<file path="src/rtl/f2i_job_ctrl.sv">
// f2i_job_ctrl: sequences float-to-int jobs on the tinyarch core (write float, pulse req, wait ack, read result).
// Latency: 2 + REQ_CYCLES + (k+1) + 3 cycles from accept to out_valid (k = ack delay in WAIT); TIMEOUT bounds the wait.
// Backpressure: one job in flight; in_ready only in IDLE; result held in DONE until out_valid && out_ready.
//
// Ports:
//   clk, reset          system clock, synchronous active-high reset
//   in_valid/in_ready   host float stream, in_flt = {sign, exp[4:0], frac[9:0]}
//   dm_wr_en/dm_addr/dm_wdata/dm_rdata  core data-memory port (read data one cycle after address)
//   req/ack             core start pulse / done level
//   out_valid/out_ready result stream, out_int big-endian result word, out_err = job timed out
//   busy                high whenever a job is in progress
module f2i_job_ctrl #(
    parameter int REQ_CYCLES = 1,
    parameter int TIMEOUT    = 4096,
    parameter int ADDR_W     = 8,
    parameter int IN_ADDR    = 4,
    parameter int OUT_ADDR   = 6
) (
    input  logic              clk,
    input  logic              reset,
    input  logic              in_valid,
    output logic              in_ready,
    input  logic [15:0]       in_flt,
    output logic              dm_wr_en,
    output logic [ADDR_W-1:0] dm_addr,
    output logic [7:0]        dm_wdata,
    input  logic [7:0]        dm_rdata,
    output logic              req,
    input  logic              ack,
    output logic              out_valid,
    input  logic              out_ready,
    output logic [15:0]       out_int,
    output logic              out_err,
    output logic              busy
);

    localparam int WAIT_W = $clog2(TIMEOUT + 1);

    typedef enum logic [3:0] {
        IDLE,
        WR_HI,
        WR_LO,
        REQ,
        WAIT,
        RD_HI,
        RD_LO,
        CAP,
        DONE
    } state_t;

    state_t             state_q;
    state_t             state_d;
    logic [15:0]        flt_q;
    logic [3:0]         req_cnt_q;
    logic [WAIT_W-1:0]  wait_cnt_q;
    logic [ADDR_W-1:0]  addr_q;
    logic [15:0]        out_int_q;
    logic               out_err_q;
    logic               timeout_hit;

    // Last wait cycle with no ack: this is where the job gives up.
    assign timeout_hit = (state_q == WAIT) && !ack && (wait_cnt_q == WAIT_W'(TIMEOUT - 1));

    always_comb begin
        state_d   = state_q;
        in_ready  = 1'b0;
        dm_wr_en  = 1'b0;
        dm_addr   = addr_q;     // address bus holds its last driven value
        dm_wdata  = 8'h00;
        req       = 1'b0;
        out_valid = 1'b0;
        busy      = (state_q != IDLE);
        case (state_q)
            IDLE: begin
                in_ready = 1'b1;
                if (in_valid) state_d = WR_HI;
            end
            WR_HI: begin
                dm_wr_en = 1'b1;
                dm_addr  = ADDR_W'(IN_ADDR);
                dm_wdata = flt_q[15:8];
                state_d  = WR_LO;
            end
            WR_LO: begin
                dm_wr_en = 1'b1;
                dm_addr  = ADDR_W'(IN_ADDR + 1);
                dm_wdata = flt_q[7:0];
                state_d  = REQ;
            end
            REQ: begin
                // ack is deliberately not looked at here: a level left over
                // from the previous job must not complete this one.
                req = 1'b1;
                if (req_cnt_q == 4'(REQ_CYCLES - 1)) state_d = WAIT;
            end
            WAIT: begin
                if (ack)              state_d = RD_HI;
                else if (timeout_hit) state_d = DONE;
            end
            RD_HI: begin
                dm_addr = ADDR_W'(OUT_ADDR);
                state_d = RD_LO;
            end
            RD_LO: begin
                dm_addr = ADDR_W'(OUT_ADDR + 1);
                state_d = CAP;
            end
            CAP: begin
                state_d = DONE;
            end
            DONE: begin
                out_valid = 1'b1;
                if (out_ready) state_d = IDLE;
            end
            default: begin
                state_d = IDLE;
            end
        endcase
    end

    always_ff @(posedge clk) begin
        if (reset) begin
            state_q    <= IDLE;
            flt_q      <= 16'h0000;
            req_cnt_q  <= 4'd0;
            wait_cnt_q <= '0;
            addr_q     <= '0;
            out_int_q  <= 16'h0000;
            out_err_q  <= 1'b0;
        end else begin
            state_q <= state_d;
            addr_q  <= dm_addr;

            if (state_q == IDLE && in_valid) flt_q <= in_flt;

            req_cnt_q  <= (state_q == REQ)  ? req_cnt_q + 4'd1 : 4'd0;
            wait_cnt_q <= (state_q == WAIT) ? wait_cnt_q + WAIT_W'(1) : '0;

            // Read data trails the address by one cycle: the high byte
            // addressed in RD_HI arrives in RD_LO, the low byte in CAP.
            if (state_q == RD_LO) out_int_q[15:8] <= dm_rdata;
            if (state_q == CAP) begin
                out_int_q[7:0] <= dm_rdata;
                out_err_q      <= 1'b0;
            end
            if (timeout_hit) begin
                out_int_q <= 16'h8000;
                out_err_q <= 1'b1;
            end
        end
    end

    assign out_int = out_int_q;
    assign out_err = out_err_q;

endmodule
</file>
<file path="config.mk">
export PLATFORM = sky130hd
export DESIGN_NAME = f2i_job_ctrl
export DESIGN_NICKNAME = d
export VERILOG_FILES = /design/src/rtl/f2i_job_ctrl.sv
export SDC_FILE = /design/constraint.sdc
export NUM_CORES = 1
export LEC_CHECK = 0
export CAP_MARGIN = 20
export CELL_PAD_IN_SITES_DETAIL_PLACEMENT = 1
export CELL_PAD_IN_SITES_GLOBAL_PLACEMENT = 1
export CORE_MARGIN = 3
export CORE_UTILIZATION = 38
export DETAILED_ROUTE_END_ITERATION = 10
export GPL_ROUTABILITY_DRIVEN = 0
export PLACE_DENSITY_LB_ADDON = 0.1
export SYNTH_ARGS = -nofsm -noshare
export SYNTH_HDL_FRONTEND = slang
export SYNTH_SLANG_ARGS = --single-unit
</file>
<file path="constraint.sdc">
create_clock -name clk -period 3.8 [get_ports clk]
set_clock_uncertainty 0.15 [all_clocks]
set_input_delay 0.76 -clock clk [delete_from_list [all_inputs] [get_ports clk]]
set_output_delay 0.76 -clock clk [all_outputs]
set_load 0.02 [all_outputs]
</file>
Word-level counts from Yosys, hierarchy flattened --
Cells that the tools add are included.
Storage, ports and cells: output and inout bits 38, bits in writable memories 0, memories kept 0, bits in registers 62, bits of input ports 29, logic and storage cells 57, memory bits (read-only) 0, latch bits 0
Operators by class: $lt $le $gt $ge 0, multiply operators 0, add/subtract/negate cells 2, div/mod/pow operators 0, eq/ne operators 13, bitwise logic cells 2, multiplexer cells 17, reduce and logical (&&, ||, !) cells 14, shift operators 0
Operators by type and width (number):
- $pmux W4 S9 | 1
- $pmux W8 S4 | 1
- $mux W4 | 5
- $eq A4 B3 Y1 const B | 4
- $mux W16 | 1
- $mux W8 | 2
- $pmux W8 S2 | 1
- $add A13 B1 Y13 const B | 1
- $eq A13 B12 Y1 const B | 1
- $eq A4 B2 Y1 const B | 2
- $logic_not A4 Y1 | 2
- $reduce_or A2 Y1 | 4
- $mux W1 | 6
- $ne A2 B2 Y1 const B | 3
- $add A4 B1 Y4 const B | 1
- $eq A4 B1 Y1 const B | 1
- $eq A4 B4 Y1 const B | 1
- $reduce_and A4 Y1 | 1
- $reduce_bool A2 Y1 | 2
- $reduce_bool A4 Y1 | 1
- $logic_and A1 B1 Y1 | 3
- $ne A3 B3 Y1 const B | 1
- $not A1 Y1 | 2
- $logic_not A1 Y1 | 1

Depth between registers and ports, before layout --
Gate-level depths: netlist (run 1).
depth in word-level cells 6, gate-level depth with buffers 9, depth with buffers taken out 6

Worst setup path after synthesis (run 1) --
No wires, ideal clock.
path type register to output, from register state_q[0], to output port dm_addr[3], cell stages (with the launch flop) 7, path buffers 3, required time 2890 ps, arrival 1447 ps, path slack 1443 ps, path through dfxtp_1 buf_2 nor2b_1 clkbuf_2 o21ai_1 clkbuf_1 and2_1
Between the ends: cells in the longest elaborated chain, start to end 2, elaborated cells between the ends (all ways) 5, those cells by class 4 x eq/ne; 1 x mux
RTL lines:
- from (decl) | line 51 | state_t state_q;
- from (signal assigned) | line 131 | state_q <= state_d;
- $eq A4 B3 Y1 (tied with other cells) | line 73 | case (state_q)
- $pmux W8 S4 * | line 73
- to (decl) | line 25 | output logic [ADDR_W-1:0] dm_addr,
Mark *: on every way between the ends. The rest lies on a longest branch, timed or not.

Final worst setup path (run 1) --
from register state_q[1], to output port dm_addr[6]
Same word-level chain as after synthesis.

==> results.sh, run 1 <==
export IMPL_startpoint_type="flip-flop"
export IMPL_finalMaxSlewViolations=0
export IMPL_grt_pass1_wl_um=11280
export IMPL_peakVddDrop_mv=0.2290
export IMPL_outcome="finished, final reports clean"
export IMPL_synth_seq_cells=62
export IMPL_nets=407
export IMPL_dr_pass1_iters=4
export IMPL_p_per_area_mw_per_mm2=404.0
export IMPL_die_x_um=88.22
export IMPL_critical_path_class="flip-flop to primary output"
export IMPL_die_area_mm2=0.007782
export IMPL_root_buffer="clkbuf_8"
export IMPL_synth_nets=343
export IMPL_syn_cell_area_mm2=0.002569
export IMPL_clock_latency_ns=0.33
export IMPL_antenna_cells=0
export IMPL_antenna_found_initial=0
export IMPL_finalHoldViolCount=0
export IMPL_reg2reg_slack_ns=1.53
export IMPL_drive_gt1_share_pct=7.388
export IMPL_pin_count=67
export IMPL_crit_fanout=15
export IMPL_fp_dieH_um=88.22
export IMPL_drc=0
export IMPL_worst_setup_path_end_kind="primary output"
export IMPL_min_period_ns=3.400
export IMPL_holdPathEnd="out_int[8]"
export IMPL_worstReg2RegEnd="out_int[2]"
export IMPL_core_area_mm2=0.006459
export IMPL_p_leak_nw=1.239
export IMPL_yosysUniqueCellTypes=41
export IMPL_worst_r2r_path_depth=4
export IMPL_worstMarginPinSlew_ns=0.6743
export IMPL_fin_util_pct=53.35
export IMPL_min_from="out_int[8]"
export IMPL_stdcell_count=456
export IMPL_grt_usage_pct=18.64
export IMPL_avgSynthCellArea_um2=8.260
export IMPL_finalSetupViolCount=0
export IMPL_grt_overflow_total=0
export IMPL_finalPower_mw=1.392
export IMPL_dp_cells=441
export IMPL_hold_class="flip-flop to flip-flop"
export IMPL_final_antenna_net_count=0
export IMPL_start_util_pct=39.77
export IMPL_first_global_vias=2366
export IMPL_slew_headroom_pct=55.05
export IMPL_cp_arrival_ns=2.49
export IMPL_tns_ns=0
export IMPL_cts_setup_buffers=0
export IMPL_cts_buffers=9
export IMPL_final_cell_mix="nand2_1 (73), clkdlybuf4s50_1 (66), dfxtp_1 (62)"
export IMPL_postCtsHoldBufs=0
export IMPL_post_drt_wl_per_cell_um=14.92
export IMPL_via_per_inst=5.151
export IMPL_rows=29
export IMPL_clockBufferDepth=2
export IMPL_rsz0062_at_grt="false"
export IMPL_yosys_warnings=0
export IMPL_cts_tree="done"
export IMPL_drtIter0Drc=64
export IMPL_clock_sinks=62
export IMPL_netlist_instances=311
export IMPL_portBuffers=66
export IMPL_areaGrowthSynthToFinish_pct=34.14
export IMPL_grt_max_degree=23
export IMPL_vias=2349
export IMPL_dp_hpwl_um=4952
export IMPL_hold_depth=2
export IMPL_layout_commonest_cell="nand2_1"
export IMPL_routed_wirelength_um=6805
export IMPL_path_clk_slew_ns=0.06
export IMPL_timing_final_crit_share_pct=89.48
export IMPL_r2r_start="state_q[2]"
export IMPL_synth_yosys_seq_area_share_pct=48.32
export IMPL_crit_required_ns=2.89
export IMPL_maxCapViolCount=0
export IMPL_cts_resized=0
export IMPL_clock_fmax_ghz=0.2941
export IMPL_htree_levels=3
[kinds of logic after synthesis]
kind of cell / synth area share [%]
buffers and inverters: 4.335
XOR/XNOR: 3.751
adder cells (fa/ha/maj): 1.461
flip-flops: 48.32
AND/OR/NAND/NOR: 27.37
AO/OA/AOI/OAI: 13.49
multiplexers: 1.266
[worst max-delay path by stage]
stage / start / to / slack (ns) / cells after the start
after floorplan: state_q[0] / dm_addr[3] / 1.44 / 6
after global placement: state_q[1] / dm_addr[3] / 0.83 / 6
after detailed placement: state_q[1] / dm_addr[6] / 0.79 / 6
after CTS: state_q[1] / dm_addr[4] / 0.40 / 6
after global routing: state_q[1] / dm_addr[4] / 0.18 / 6
final: state_q[1] / dm_addr[6] / 0.40 / 6
[layout make-up]
cell class / count / area [µm²]
clock buffer: 14 / 162.7
clock inverter: 1 / 5.005
fill: 780 / 3013
inverter: 7 / 26.28
multi-input combinational: 224 / 1216
sequential: 62 / 1241
tap: 77 / 96.34
timing repair buffer: 71 / 698.2
[per-stage QoR]
stage	area [µm²]	setup WS, ns	hold slack [ns]
final	3446	0.3997	0.3048
after global routing	3446	0.1812	0.3297
after CTS	3446	0.3989	0.3083
after detailed placement	3278	0.7930	0.2997
after global placement	3278	0.8343	0.2925
after floorplan	2569	1.443	0.2797
[power by group]
group / switching [mW] / internal [mW]
Sequential: 0.0200 / 0.672
Combinational: 0.105 / 0.0903
Clock: 0.236 / 0.269
Total: 0.362 / 1.03
[worst max-delay path, cell delays in order (launching register included)]
cell             delay (ns)
dfxtp_1                0.59
nor2b_1                0.09
buf_4                  0.18
o21ai_1                0.33
buf_4                  0.23
and2_1                 0.14
clkdlybuf4s50_1        0.60
[metal layers]
layer	wire length, µm	global-route usage [%]	vias to the layer above	part of all wire, %
met2	3190	29.23	58	47
met5	0	0	-	0
met1	3116	24.16	1117	46
li1	-	-	1166	-
met4	65	5.357	0	0.96
met3	431	6.890	8	6.3
[state kept, by name, indices dropped and copies added, names as in the netlist]
name	flops
addr_q	8
flt_q	16
out_err	1
out_int	16
req_cnt_q	4
state_q	4
wait_cnt_q	13
[cells in the mapped netlist]
| cell | instances | area [µm²] |
|---|---|---|
| a22oi_1 | 9 | 67.56 |
| mux2_2 | 2 | 22.52 |
| or3_1 | 1 | 6.260 |
| nand3_1 | 7 | 35.03 |
| nand4_1 | 2 | 12.51 |
| ha_1 | 3 | 37.54 |
| dfxtp_1 | 62 | 1241 |
| nor2b_1 | 2 | 12.51 |
| o21ai_0 | 5 | 25.02 |
| buf_4 | 1 | 7.510 |
| nor4b_2 | 1 | 15.01 |
| a311oi_1 | 1 | 8.760 |
| o31ai_4 | 1 | 21.27 |
| buf_6 | 1 | 11.26 |
| a31oi_1 | 1 | 6.260 |
| xnor2_1 | 7 | 61.31 |
| nor4_1 | 3 | 18.77 |
| and2_1 | 9 | 56.30 |
| o21a_1 | 1 | 7.510 |
| a21oi_1 | 37 | 185.2 |
| o211ai_1 | 1 | 7.510 |
| nand2_1 | 73 | 274.0 |
| and4bb_2 | 1 | 12.51 |
| o21ai_1 | 1 | 5.000 |
| o22ai_1 | 2 | 12.51 |
| nand4_4 | 1 | 21.27 |
| mux2i_1 | 1 | 10.01 |
| clkbuf_1 | 11 | 41.29 |
| or3_2 | 1 | 7.510 |
| inv_1 | 7 | 26.28 |
| clkbuf_2 | 1 | 5.000 |
| buf_2 | 4 | 20.02 |
| xor2_1 | 4 | 35.03 |
| or3_4 | 1 | 11.26 |
| nor2_2 | 1 | 6.260 |
| and3_1 | 9 | 56.30 |
| or2_2 | 1 | 6.260 |
| nor3_1 | 4 | 20.02 |
| nor2_1 | 26 | 97.59 |
| nand2b_1 | 4 | 25.02 |
| or3b_2 | 1 | 8.760 |
Note: power is estimated with default switching activity, not from simulation.
==> run 2: changes to the inputs <==
- HOLD_SLACK_MARGIN: default -> 0.15
==> results of run 2 <==
The final DEF is identical to that of run 1; final timing and power are the same.
